==> config.mk <==
export PLATFORM = sky130hd
export DESIGN_NAME = icb_dbg_arb
export DESIGN_NICKNAME = d
export VERILOG_FILES = /design/src/rtl/icb_dbg_arb_pkg.sv /design/src/rtl/icb_dbg_arb_ost_fifo.sv /design/src/rtl/icb_dbg_arb.sv
export SDC_FILE = /design/constraint.sdc
export NUM_CORES = 1
export LEC_CHECK = 0
export ABC_CLOCK_PERIOD_IN_PS = 2200
export BUFFER_PORTS_ARGS = -buffer_cell sky130_fd_sc_hd__buf_2
export CAP_MARGIN = 20
export CORE_AREA = 8 8 119 121
export CTS_CLUSTER_DIAMETER = 200
export DETAILED_ROUTE_END_ITERATION = 8
export DIE_AREA = 0 0 127 129
export GPL_TIMING_DRIVEN = 0
export HOLD_SLACK_MARGIN = 0.02
export PLACE_DENSITY = 0.64
export SKIP_CTS_REPAIR_TIMING = 1
export SLEW_MARGIN = 30
export SYNTH_ARGS = -nofsm -noshare
export SYNTH_HDL_FRONTEND = slang
export SYNTH_SLANG_ARGS = --single-unit
==> constraint.sdc <==
create_clock -name clk -period 2.2 [get_ports clk]
set_input_delay 0.33 -clock clk [delete_from_list [all_inputs] [get_ports clk]]
set_output_delay 0.33 -clock clk [all_outputs]
set_load 0.005 [all_outputs]
==> src/rtl/icb_dbg_arb_pkg.sv <==
// Shared IDs, default bus widths and the tie-break helper for the ICB debug arbiter.
package icb_dbg_arb_pkg;

   localparam int unsigned MEM_ADDR_W = 32;
   localparam int unsigned MEM_DATA_W = 32;

   typedef logic arb_id_t;

   localparam arb_id_t ARB_ID_CORE = 1'b0;
   localparam arb_id_t ARB_ID_JTAG = 1'b1;

   // Picks a master from the valid pair; tie_win decides when both request.
   function automatic arb_id_t arb_pick(input logic v0, input logic v1, input arb_id_t tie_win);
      arb_id_t id;
      id = ARB_ID_CORE;
      if (v0 && v1) begin
         id = tie_win;
      end else if (v1) begin
         id = ARB_ID_JTAG;
      end
      return id;
   endfunction

endpackage

==> src/rtl/icb_dbg_arb_ost_fifo.sv <==
// Outstanding-command ID FIFO: one bit per entry naming the master that owns each
// in-flight command, so responses can be steered back in issue order.
module icb_dbg_arb_ost_fifo #(
   parameter int unsigned DEPTH = 2
) (
   input  logic                         clk,
   input  logic                         rst_n,
   input  logic                         push_i,
   input  logic                         push_id_i,
   input  logic                         pop_i,
   output logic                         head_o,
   output logic                         empty_o,
   output logic                         full_o,
   output logic [$clog2(DEPTH+1)-1:0]   cnt_o
);

   localparam int unsigned PW = (DEPTH > 1) ? $clog2(DEPTH) : 1;
   localparam int unsigned CW = $clog2(DEPTH + 1);

   logic [DEPTH-1:0] mem_q, mem_d;
   logic [PW-1:0]    wr_ptr_q, wr_ptr_d;
   logic [PW-1:0]    rd_ptr_q, rd_ptr_d;
   logic [CW-1:0]    cnt_q, cnt_d;
   logic             do_push, do_pop;

   // Explicit wrap keeps a depth of one legal (pointer then never moves).
   function automatic logic [PW-1:0] ptr_inc(input logic [PW-1:0] p);
      return (p == PW'(DEPTH - 1)) ? '0 : p + PW'(1);
   endfunction

   assign empty_o = (cnt_q == '0);
   assign full_o  = (cnt_q == CW'(DEPTH));
   assign head_o  = mem_q[rd_ptr_q];
   assign cnt_o   = cnt_q;

   assign do_push = push_i & ~full_o;
   assign do_pop  = pop_i & ~empty_o;

   always_comb begin
      mem_d    = mem_q;
      wr_ptr_d = wr_ptr_q;
      rd_ptr_d = rd_ptr_q;
      cnt_d    = cnt_q;
      if (do_push) begin
         mem_d[wr_ptr_q] = push_id_i;
         wr_ptr_d        = ptr_inc(wr_ptr_q);
      end
      if (do_pop) begin
         rd_ptr_d = ptr_inc(rd_ptr_q);
      end
      case ({do_push, do_pop})
         2'b10:   cnt_d = cnt_q + CW'(1);
         2'b01:   cnt_d = cnt_q - CW'(1);
         default: cnt_d = cnt_q;
      endcase
   end

   always_ff @(posedge clk or negedge rst_n) begin
      if (!rst_n) begin
         mem_q    <= '0;
         wr_ptr_q <= '0;
         rd_ptr_q <= '0;
         cnt_q    <= '0;
      end else begin
         mem_q    <= mem_d;
         wr_ptr_q <= wr_ptr_d;
         rd_ptr_q <= rd_ptr_d;
         cnt_q    <= cnt_d;
      end
   end

endmodule

==> src/rtl/icb_dbg_arb.sv <==
// 2:1 ICB arbiter sharing one memory-side slave port between core LSU (m0) and JTAG (m1).
// Define ICB_ARB_RR_EN for round-robin; otherwise fixed priority with m1 over m0.
module icb_dbg_arb
   import icb_dbg_arb_pkg::*;
#(
   parameter int unsigned AW        = MEM_ADDR_W,
   parameter int unsigned DW        = MEM_DATA_W,
   parameter int unsigned OST_DEPTH = 2
) (
   input  logic              clk,
   input  logic              rst_n,

   input  logic              m0_icb_cmd_valid,
   output logic              m0_icb_cmd_ready,
   input  logic [AW-1:0]     m0_icb_cmd_addr,
   input  logic              m0_icb_cmd_read,
   input  logic [DW-1:0]     m0_icb_cmd_wdata,
   input  logic [DW/8-1:0]   m0_icb_cmd_wmask,
   output logic              m0_icb_rsp_valid,
   input  logic              m0_icb_rsp_ready,
   output logic              m0_icb_rsp_err,
   output logic [DW-1:0]     m0_icb_rsp_rdata,

   input  logic              m1_icb_cmd_valid,
   output logic              m1_icb_cmd_ready,
   input  logic [AW-1:0]     m1_icb_cmd_addr,
   input  logic              m1_icb_cmd_read,
   input  logic [DW-1:0]     m1_icb_cmd_wdata,
   input  logic [DW/8-1:0]   m1_icb_cmd_wmask,
   output logic              m1_icb_rsp_valid,
   input  logic              m1_icb_rsp_ready,
   output logic              m1_icb_rsp_err,
   output logic [DW-1:0]     m1_icb_rsp_rdata,

   output logic              s_icb_cmd_valid,
   input  logic              s_icb_cmd_ready,
   output logic [AW-1:0]     s_icb_cmd_addr,
   output logic              s_icb_cmd_read,
   output logic [DW-1:0]     s_icb_cmd_wdata,
   output logic [DW/8-1:0]   s_icb_cmd_wmask,
   input  logic              s_icb_rsp_valid,
   output logic              s_icb_rsp_ready,
   input  logic              s_icb_rsp_err,
   input  logic [DW-1:0]     s_icb_rsp_rdata,

   output logic              arb_err_o
);

   localparam int unsigned CW = $clog2(OST_DEPTH + 1);

   logic          live;
   arb_id_t       grant, pick, tie_win;
   logic          sel_valid;
   logic          lock_q, lock_d;
   arb_id_t       lock_id_q, lock_id_d;
   logic          arb_err_q, arb_err_d;
   logic          ost_full, ost_empty, fifo_full;
   arb_id_t       head;
   logic [CW-1:0] ost_cnt;
   logic          head_rsp_ready;
   logic          cmd_hs, rsp_hs;

   // Every output is forced low while reset is asserted, including the combinational ones.
   assign live = rst_n;

`ifdef ICB_ARB_RR_EN
   arb_id_t rr_last_q, rr_last_d;

   assign tie_win   = ~rr_last_q;
   assign rr_last_d = cmd_hs ? grant : rr_last_q;

   always_ff @(posedge clk or negedge rst_n) begin
      if (!rst_n) begin
         rr_last_q <= ARB_ID_CORE;
      end else begin
         rr_last_q <= rr_last_d;
      end
   end
`else
   assign tie_win = ARB_ID_JTAG;
`endif

   // A presented-but-unaccepted command pins the grant so its payload cannot switch.
   assign pick      = arb_pick(m0_icb_cmd_valid, m1_icb_cmd_valid, tie_win);
   assign grant     = lock_q ? lock_id_q : pick;
   assign sel_valid = (grant == ARB_ID_JTAG) ? m1_icb_cmd_valid : m0_icb_cmd_valid;
   assign ost_full  = (ost_cnt == CW'(OST_DEPTH));

   assign s_icb_cmd_valid  = live & sel_valid & ~ost_full;
   assign s_icb_cmd_addr   = !live ? '0 : (grant == ARB_ID_JTAG) ? m1_icb_cmd_addr  : m0_icb_cmd_addr;
   assign s_icb_cmd_read   = live & ((grant == ARB_ID_JTAG) ? m1_icb_cmd_read : m0_icb_cmd_read);
   assign s_icb_cmd_wdata  = !live ? '0 : (grant == ARB_ID_JTAG) ? m1_icb_cmd_wdata : m0_icb_cmd_wdata;
   assign s_icb_cmd_wmask  = !live ? '0 : (grant == ARB_ID_JTAG) ? m1_icb_cmd_wmask : m0_icb_cmd_wmask;

   assign m0_icb_cmd_ready = live & (grant == ARB_ID_CORE) & s_icb_cmd_ready & ~ost_full;
   assign m1_icb_cmd_ready = live & (grant == ARB_ID_JTAG) & s_icb_cmd_ready & ~ost_full;

   assign cmd_hs = s_icb_cmd_valid & s_icb_cmd_ready;

   // Responses follow issue order; with nothing outstanding they are drained and flagged.
   assign head_rsp_ready   = (head == ARB_ID_JTAG) ? m1_icb_rsp_ready : m0_icb_rsp_ready;
   assign s_icb_rsp_ready  = live & (ost_empty | head_rsp_ready);
   assign rsp_hs           = s_icb_rsp_valid & s_icb_rsp_ready;

   assign m0_icb_rsp_valid = live & s_icb_rsp_valid & ~ost_empty & (head == ARB_ID_CORE);
   assign m1_icb_rsp_valid = live & s_icb_rsp_valid & ~ost_empty & (head == ARB_ID_JTAG);
   assign m0_icb_rsp_err   = live & s_icb_rsp_err;
   assign m1_icb_rsp_err   = live & s_icb_rsp_err;
   assign m0_icb_rsp_rdata = live ? s_icb_rsp_rdata : '0;
   assign m1_icb_rsp_rdata = live ? s_icb_rsp_rdata : '0;

   assign arb_err_o = arb_err_q;

   icb_dbg_arb_ost_fifo #(
      .DEPTH     (OST_DEPTH)
   ) u_ost_fifo (
      .clk       (clk),
      .rst_n     (rst_n),
      .push_i    (cmd_hs & ~fifo_full),
      .push_id_i (grant),
      .pop_i     (rsp_hs & ~ost_empty),
      .head_o    (head),
      .empty_o   (ost_empty),
      .full_o    (fifo_full),
      .cnt_o     (ost_cnt)
   );

   always_comb begin
      lock_d    = lock_q;
      lock_id_d = lock_id_q;
      arb_err_d = arb_err_q;
      if (s_icb_cmd_valid && !s_icb_cmd_ready) begin
         lock_d    = 1'b1;
         lock_id_d = grant;
      end else if (cmd_hs) begin
         lock_d    = 1'b0;
      end
      if (rsp_hs && ost_empty) begin
         arb_err_d = 1'b1;
      end
   end

   always_ff @(posedge clk or negedge rst_n) begin
      if (!rst_n) begin
         lock_q    <= 1'b0;
         lock_id_q <= ARB_ID_CORE;
         arb_err_q <= 1'b0;
      end else begin
         lock_q    <= lock_d;
         lock_id_q <= lock_id_d;
         arb_err_q <= arb_err_d;
      end
   end

endmodule

======== After elaboration in Yosys (flattened, before gate mapping) ========
Index checks and enable logic that the tools add are counted.
word-level totals
  memories ................................ 0
  output and inout bits ................... 142
  RAM bits ................................ 0
  bits in read-only memories .............. 0
  bits in latches ......................... 0
  register bits ........................... 9
  logic and storage cells ................. 74
cells by class
  equality and inequality tests ........... 3
  reduce and logical (&&, ||, !) cells .... 8
  bitwise logic cells ..................... 26
  shift-type cells ........................ 0
  div/mod/pow operators ................... 0
  muxes and demuxes ....................... 23
  $mul .................................... 0
  order comparisons ....................... 3
  $add $sub $neg .......................... 4
operators with widths
  kind                                                                           count
  32-bit two-way mux                                                             5
  1-bit bitwise AND                                                              21
  1-bit two-way mux                                                              13
  4-bit two-way mux                                                              2
  2-bit == test (second input constant)                                          2
  1-bit logical AND                                                              4
  1-bit by 2-bit less-than comparator with 1-bit output (second input constant)  2
  1-bit inverter                                                                 4
  2-bit one-hot mux with 2 select lines                                          1
  2-bit nonzero test                                                             2
  1-bit adder (second input constant)                                            2
  2-bit by 1-bit adder with 2-bit output (second input constant)                 1
  2-bit bitwise mux                                                              1
  2-bit by 1-bit == test with 1-bit output (second input constant)               1
  2-bit zero test                                                                1
  2-bit by 1-bit subtractor with 2-bit output (second input constant)            1
  1-bit demux with 1-bit select                                                  1
  1-bit greater-or-equal comparator (second input constant)                      1
  1-bit zero test                                                                1
  1-bit OR                                                                       1

======== Longest topological paths before layout ========
Gate-level depths: netlist of run 1.
  depth in word-level cells ............... 11
  depth in mapped cells ................... 8

======== By module ========
A second synthesis of run 1 with hierarchy kept.
unflattened totals
  cell total of the unflattened synthesis .. 350
  area, all modules ....................... 2448.6 µm²
modules (own cells, without submodules)
  module                area each (µm²)  cells an instance  times used
  icb_dbg_arb           2165.8           327                1
  icb_dbg_arb_ost_fifo  282.8            23                 1

======== Worst setup path before layout of run 1 ========
OpenSTA, ideal clock, no wires.
  path type ............................... register -> register
  start point ............................. reg u_ost_fifo.cnt_q[0] (netlist: u_ost_fifo.cnt_o[0])
  end point ............................... reg u_ost_fifo.cnt_q[1] (netlist: u_ost_fifo.cnt_o[1])
  cell stages (with the launch flop) ...... 8
  path buffers ............................ 0
  data arrival time ....................... 1571 ps
  required time ........................... 2121 ps
  period minus slack after synthesis ...... 1650 ps
  path slack .............................. 550 ps
  path through ............................ dfrtp_1 -> nand2b_2 -> o211ai_2 -> nor3b_2 -> inv_1 -> ha_1 -> nor2_1 -> xor2_1
between the ends
  cells in the longest elaborated chain, start to end .. 8
RTL lines
  item                                                                                RTL line                                                                   text
  from (decl)                                                                         icb_dbg_arb_ost_fifo.sv:23                                                 logic [CW-1:0] cnt_q, cnt_d;
  from (signal assigned)                                                              icb_dbg_arb_ost_fifo.sv:68                                                 cnt_q <= cnt_d;
  2-bit zero test / 2-bit == test (equally long branches)                             icb_dbg_arb_ost_fifo.sv:31, icb_dbg_arb_ost_fifo.sv:32, icb_dbg_arb.sv:87
  1-bit OR / 1-bit inverter (equally long branches)                                   -
  1-bit bitwise AND (on tied branches)                                                icb_dbg_arb.sv:102, icb_dbg_arb.sv:89
  1-bit bitwise AND (on tied branches)                                                icb_dbg_arb.sv:103, icb_dbg_arb.sv:98
  1-bit bitwise AND (on tied branches)                                                icb_dbg_arb.sv:121, icb_dbg_arb.sv:119
  1-bit bitwise AND (on tied branches)                                                icb_dbg_arb_ost_fifo.sv:37, icb_dbg_arb_ost_fifo.sv:36
  2-bit by 1-bit == test with 1-bit output / 2-bit == test (equally long branches)    icb_dbg_arb_ost_fifo.sv:51                                                 case ({do_push, do_pop})
  2-bit one-hot mux with 2 select lines / 2-bit nonzero test (equally long branches)  -
Parallel ways exist; a longest one is shown, timed or not.
A chain may end at the register's enable or synchronous reset.

======== Worst setup path in the final report of run 1 ========
  start point ............................. reg lock_q
  end point ............................... out s_icb_cmd_wmask[3]
between the ends
  cells in the longest elaborated chain, start to end .. 3
RTL lines
  item                             RTL line            text
  from (decl)                      icb_dbg_arb.sv:54   logic lock_q, lock_d;
  from (signal assigned)           icb_dbg_arb.sv:149  lock_q <= lock_d;
  1-bit two-way mux                icb_dbg_arb.sv:85   assign grant = lock_q ? lock_id_q : pick;
  4-bit two-way mux (2 in series)  icb_dbg_arb.sv:93   assign s_icb_cmd_wmask = !live ? '0 : (grant == ARB_ID_JTAG) ? m1_icb_cmd_wmask : m0_icb_cmd_wmask;
  to (decl)                        icb_dbg_arb.sv:40   output logic [DW/8-1:0] s_icb_cmd_wmask,
Every way passes these cells.

==> results.cfg, run 1 <==
[status]
outcome = completed

[grt]
grtUsageTotal = 0.145
grt_overflow = 0
grt_pass1_wl_mm = 19.1
grt_pass1_vias = 3689
grt_max_degree = 11
grt_antenna_before_repair = 0

[worst_setup_path]
critPathKind = register to output port
cp.buffers_inverters = 3
critPathLaunchType = register
path_max_fanout = 10
endpoint_kind = output port
critical_path.slowest_cell = dfrtp_2
arrival_ns = 1.81
cp.required_ns = 1.87
slowest_delay_ns = 0.44
cp_top_family = buffers and inverters
crit_chain = mux2_1 -> clkbuf_4 -> buf_4 -> nand2_1 -> a21boi_1 -> buf_2

[routing]
drcViolationCount = 0
first_pass_iters = 4
drt_wl_total_mm = 13.0
postRouteAntennaNets = 0
num_vias = 3496
drt-wirelength-per-cell_um = 15.8
drtIter0Drc = 93
vias_per_cell = 4.25

[yosys]
synth_edf_count = 0
synth_common_cells = 138 x nand2_1, 69 x a21boi_1, 39 x buf_4
yosysMostFrequentCell = nand2_1
syn_nets = 527
yosys.area.top_type = a21boi_1
ys_async_sr_fraction = 1.00
synthTopCellsByArea = a21boi_1 24%, nand2_1 24%, buf_4 13%
synth_seq_cells = 9
yosysWarnings = 0
synthFlopType = dfrtp_1
syn-mean-instance-area_um2 = 6.25
ys_types = 30
syn_area_um2 = 2170
netlist_instances = 347
synth_top_area_frac = 0.239
seq_area_frac_synth = 0.104

[cells_and_area]
register_area_um2 = 226
multi_input_area_um2 = 1560
antenna_cells = 0
stdcell_count = 823
fillerInstances = 1384
nets = 854
drive_above_1_share = 0.581
syn_to_final_growth_pct = 88.9

[place]
place_ws_ns = -0.425
placed_cells = 817
gp_congestion = 0.855
port-buffer-count = 320
place_hpwl_mm = 11.5

[clock_network]
clkSlewWorstSetupHoldPaths_ns = 0.04
cts_buffer_depth = 2
htreeDepth = 1
tritoncts = done
cts_buffers = 3
clock_latency_ns = 0.24
cts.sinks = 9
clockRootBuffer = clkbuf_16

[power_and_ir_drop]
irDropWorstVdd_v = 0.000421
power_density_nw_per_um2 = 789
p_leak_nw = 2.52

[sta]
fin_crit_ns = 2.14
finClkSkew_ns = 0.00264
setup_ws_ns = 0.0638
max-slew-margin-rel = 0.667
fin_crit_sh = 0.971
worst_pin_slew_ns = 0.500
maxSlewViolCount = 0
max_freq_mhz = 468
rsz0062_at_grt = yes
finalSetupViolations = 0
hold_viol_final = 0
fin_tns_setup_ns = 0

[floorplanning]
die_w_um = 127
rows = 41
initial_core_util = 0.176
fp.dieH_um = 129
fp.coreArea_um2 = 12300
dieArea_um2 = 16400
io_pins = 321

[min_path]
hp-class = input port to register

[flow_run]
max_cap_viol_count = 0
==> area by class of cell <==
| type | count | share of cell area |
|---|---|---|
| buffer | 60 | 0.0992 |
| clock buffer | 4 | 0.0192 |
| inverter | 2 | 0.00183 |
| multi-input combinational | 276 | 0.380 |
| sequential | 9 | 0.0553 |
| tap | 150 | 0.0458 |
| timing repair buffer | 322 | 0.398 |
==> through the flow <==
stage,hold WS (ns),total power (W),utilization,cell area (um^2)
after floorplan,0.0344,0.00179,-,2170
after global placement,0.198,0.00285,0.322,3960
after detailed placement,0.198,0.00286,0.322,3960
after CTS,-0.0502,0.00320,0.328,4040
after global routing,0.368,0.00355,0.333,4100
final,0.370,0.00323,0.333,4100
==> registers in the layout (all words and copies together), names as in the netlist <==
| signal | count |
|---|---|
| u_ost_fifo.rd_ptr_q | 1 |
| lock_q | 1 |
| lock_id_q | 1 |
| u_ost_fifo.cnt_o | 2 |
| arb_err_o | 1 |
| u_ost_fifo.mem_q | 2 |
| u_ost_fifo.wr_ptr_q | 1 |
==> where the power goes <==
part	switching, W	total (W)	internal (W)	leakage [nW]
sequential	0.000103	0.000351	0.000248	0.104
clock	0.0000793	0.000321	0.000242	0.0382
combinational	0.00141	0.00256	0.00115	2.38
==> worst reg2reg max path: stages, from the launching register on <==
cell,delay (ns)
dfrtp_1,0.44
nand2b_2,0.18
o211ai_2,0.16
nor3b_2,0.28
inv_1,0.07
ha_1,0.30
nor2_1,0.13
xor2_1,0.15
==> layout by cell type, fill, tap and decap left out, types with 3 or more instances in the layout <==
| cell | Yosys | routed |
|---|---|---|
| buf_2 | 9 | 328 |
| nand2_1 | 138 | 138 |
| a21boi_1 | 69 | 69 |
| buf_4 | 39 | 39 |
| and2_1 | 34 | 34 |
| dfrtp_1 | 9 | 8 |
| nor2_1 | 7 | 7 |
| clkbuf_1 | 11 | 5 |
| clkbuf_2 | 0 | 5 |
| clkbuf_4 | 0 | 3 |
| xor2_1 | 3 | 3 |
| clkbuf_16 | 0 | 3 |
==> per-layer routing <==
metal / GRT usage / share of wire / routed length (um)
met5: 0 / 0 / 0
met4: 0.0252 / 0.012 / 156
met3: 0.0588 / 0.11 / 1450
met2: 0.270 / 0.49 / 6430
met1: 0.151 / 0.38 / 4980
==> cells by family (layout without fill, tap and decap cells) <==
| group | after synthesis | count (layout) | share of synthesized area |
|---|---|---|---|
| xor+xnor | 5 | 5 | 0.0202 |
| buf+inv | 62 | 388 | 0.183 |
| mux | 7 | 7 | 0.0363 |
| fa+ha+maj | 1 | 1 | 0.00577 |
| flops | 9 | 9 | 0.104 |
| simple gates | 187 | 187 | 0.382 |
| compound gates | 76 | 76 | 0.268 |
==> path summary, 6_finish.rpt <==
| check | start | to | slack [ns] | cells past startpoint |
|---|---|---|---|---|
| max in group asynchronous | rst_n | lock_q$_DFFE_PN0P_ | 1.33 | 2 |
| hold / removal | s_icb_rsp_valid | arb_err_o$_DFFE_PN0P_ | 0.37 | 2 |
| setup / recovery | lock_q$_DFFE_PN0P_ | s_icb_cmd_wmask[3] | 0.06 | 6 |
| hold reg to reg | arb_err_o$_DFFE_PN0P_ | arb_err_o$_DFFE_PN0P_ | 0.47 | 1 |
| setup reg to reg | u_ost_fifo.cnt_o[0]$_DFFE_PN0P_ | u_ost_fifo.cnt_o[1]$_DFFE_PN0P_ | 0.40 | 7 |
| min in group asynchronous | rst_n | u_ost_fifo.wr_ptr_q$_DFFE_PN0N_ | 0.57 | 2 |
No activity file was read; power rests on OpenSTA's default activity.
==> inputs of run 2 (changes only) <==
PLACE_DENSITY = default   (was 0.64)
PLACE_DENSITY_LB_ADDON = 0.05   (was default)
==> run 2 against run 1 <==
Hold slack got worse by 0.0082 ns. Register-to-register slack lost 0.03 ns. Sequential share of layout area is essentially flat. Cell area decreased by 0.21%. Sequential cell count unchanged. Global-route usage increased by 0.47 points. Total power down 2.1%. Critical endpoint is now s_icb_cmd_addr[4]. Largest power group unchanged.
==> results.cfg, run 2 (synthesized netlist as in run 1, its figures left out) <==
[status]
outcome = completed

[sta]
setup_ws_ns = 0.164
fin_crit_ns = 2.04
worst_pin_slew_ns = 0.447
hold_viol_final = 0
finClkSkew_ns = 0.00223
rsz0062_at_grt = no
max_freq_mhz = 491
fin_crit_sh = 0.926
max-slew-margin-rel = 0.701
whs_ns = 0.362
maxSlewViolCount = 0
fin_tns_setup_ns = 0
finalSetupViolations = 0

[grt]
grt_max_degree = 11
grt_antenna_before_repair = 0
grt_pass1_vias = 3508
grtUsageTotal = 0.149
grt_overflow = 0
grt_pass1_wl_mm = 19.6

[routing]
drcViolationCount = 0
first_pass_iters = 4
drt_wl_total_mm = 13.5
drt-wirelength-per-cell_um = 16.4
postRouteAntennaNets = 0
vias_per_cell = 4.09
num_vias = 3364
drtIter0Drc = 96

[floorplanning]
initial_core_util = 0.176
fp.coreArea_um2 = 12300
io_pins = 321
dieArea_um2 = 16400
rows = 41
fp.dieH_um = 129
die_w_um = 127

[worst_setup_path]
critical_path.slowest_cell = dfrtp_2
critPathKind = register to output port
ff2ff_path_depth = 7
endpoint_kind = output port
crit_chain = mux2_1 -> clkbuf_4 -> buf_6 -> nand2_1 -> a21boi_1 -> buf_2
path_max_fanout = 10
arrival_ns = 1.71
cp.required_ns = 1.87
critPathLaunchType = register
slowest_delay_ns = 0.44

[cells_and_area]
final_cell_mix = 325 x buf_2, 138 x nand2_1, 69 x a21boi_1
antenna_cells = 0
finalInstanceArea_um2 = 4090
syn_to_final_growth_pct = 88.5
layout_commonest_cell = buf_2
nets = 853
drive_above_1_share = 0.580
fillerInstances = 1399

[clock_network]
cts_buffers = 3
tritoncts = done
clkSlewWorstSetupHoldPaths_ns = 0.04
clockRootBuffer = clkbuf_16
clock_latency_ns = 0.23
cts.sinks = 9
htreeDepth = 1
cts_buffer_depth = 2

[power_and_ir_drop]
p_leak_nw = 2.52
irDropWorstVdd_v = 0.000447
power_density_nw_per_um2 = 774

[flow_run]
max_cap_viol_count = 0

[min_path]
hp-class = input port to register
holdPathStages = 2

[place]
place_hpwl_mm = 12.0
place_ws_ns = -0.250
gp_congestion = 0.830
port-buffer-count = 320
placed_area_um2 = 3960
-- run 2: layer usage --
metal,up-vias,track usage,routed length [um]
li1,1739,-,-
met1,1468,0.156,5090
met2,153,0.298,7280
met3,4,0.0426,1080
met4,0,0.0133,70
met5,-,0,0
-- run 2: critical path: cells and delay by family, from the launching register on --
family,cells,cell delay (ns)
flip-flops,1,0.44
AO/OA/AOI/OAI,1,0.18
buffers and inverters,3,0.55
AND/OR/NAND/NOR,1,0.09
multiplexers,1,0.21
-- run 2: where the power goes --
group | switching, W | total (W) | internal [W]
clock | 0.0000731 | 0.000315 | 0.000242
combinational | 0.00136 | 0.00250 | 0.00114
sequential | 0.000105 | 0.000353 | 0.000248
total | 0.00154 | 0.00316 | 0.00163
-- run 2: path summary, 6_finish.rpt --
check,start,endpoint,slack [ns]
min reg2reg,arb_err_o$_DFFE_PN0P_,arb_err_o$_DFFE_PN0P_,0.47
max reg2reg,u_ost_fifo.cnt_o[0]$_DFFE_PN0P_,u_ost_fifo.cnt_o[1]$_DFFE_PN0P_,0.37
min,s_icb_rsp_valid,arb_err_o$_DFFE_PN0P_,0.36
max,lock_q$_DFFE_PN0P_,s_icb_cmd_addr[4],0.16
min in group asynchronous,rst_n,arb_err_o$_DFFE_PN0P_,0.62
max in group asynchronous,rst_n,lock_q$_DFFE_PN0P_,1.25
-- run 2: final cells by class --
| cell class | instances | area [um^2] | share of cell area |
|---|---|---|---|
| repair buffers | 321 | 1610 | 0.394 |
| plain buffers | 60 | 418 | 0.102 |
| well taps | 150 | 188 | 0.0459 |
| flip-flops and latches | 9 | 226 | 0.0554 |
| inverters | 2 | 7.51 | 0.00184 |
| clock buffers | 4 | 78.8 | 0.0193 |
| multi-input cells | 276 | 1560 | 0.381 |
-- run 2: through the flow --
step                      utilization  std cells  power (W)
after global placement          0.322        817    0.00284
after floorplan                     -        347    0.00179
after CTS                       0.328        821    0.00319
after global routing            0.332        822    0.00354
final                           0.332        822    0.00316
after detailed placement        0.322        817    0.00286
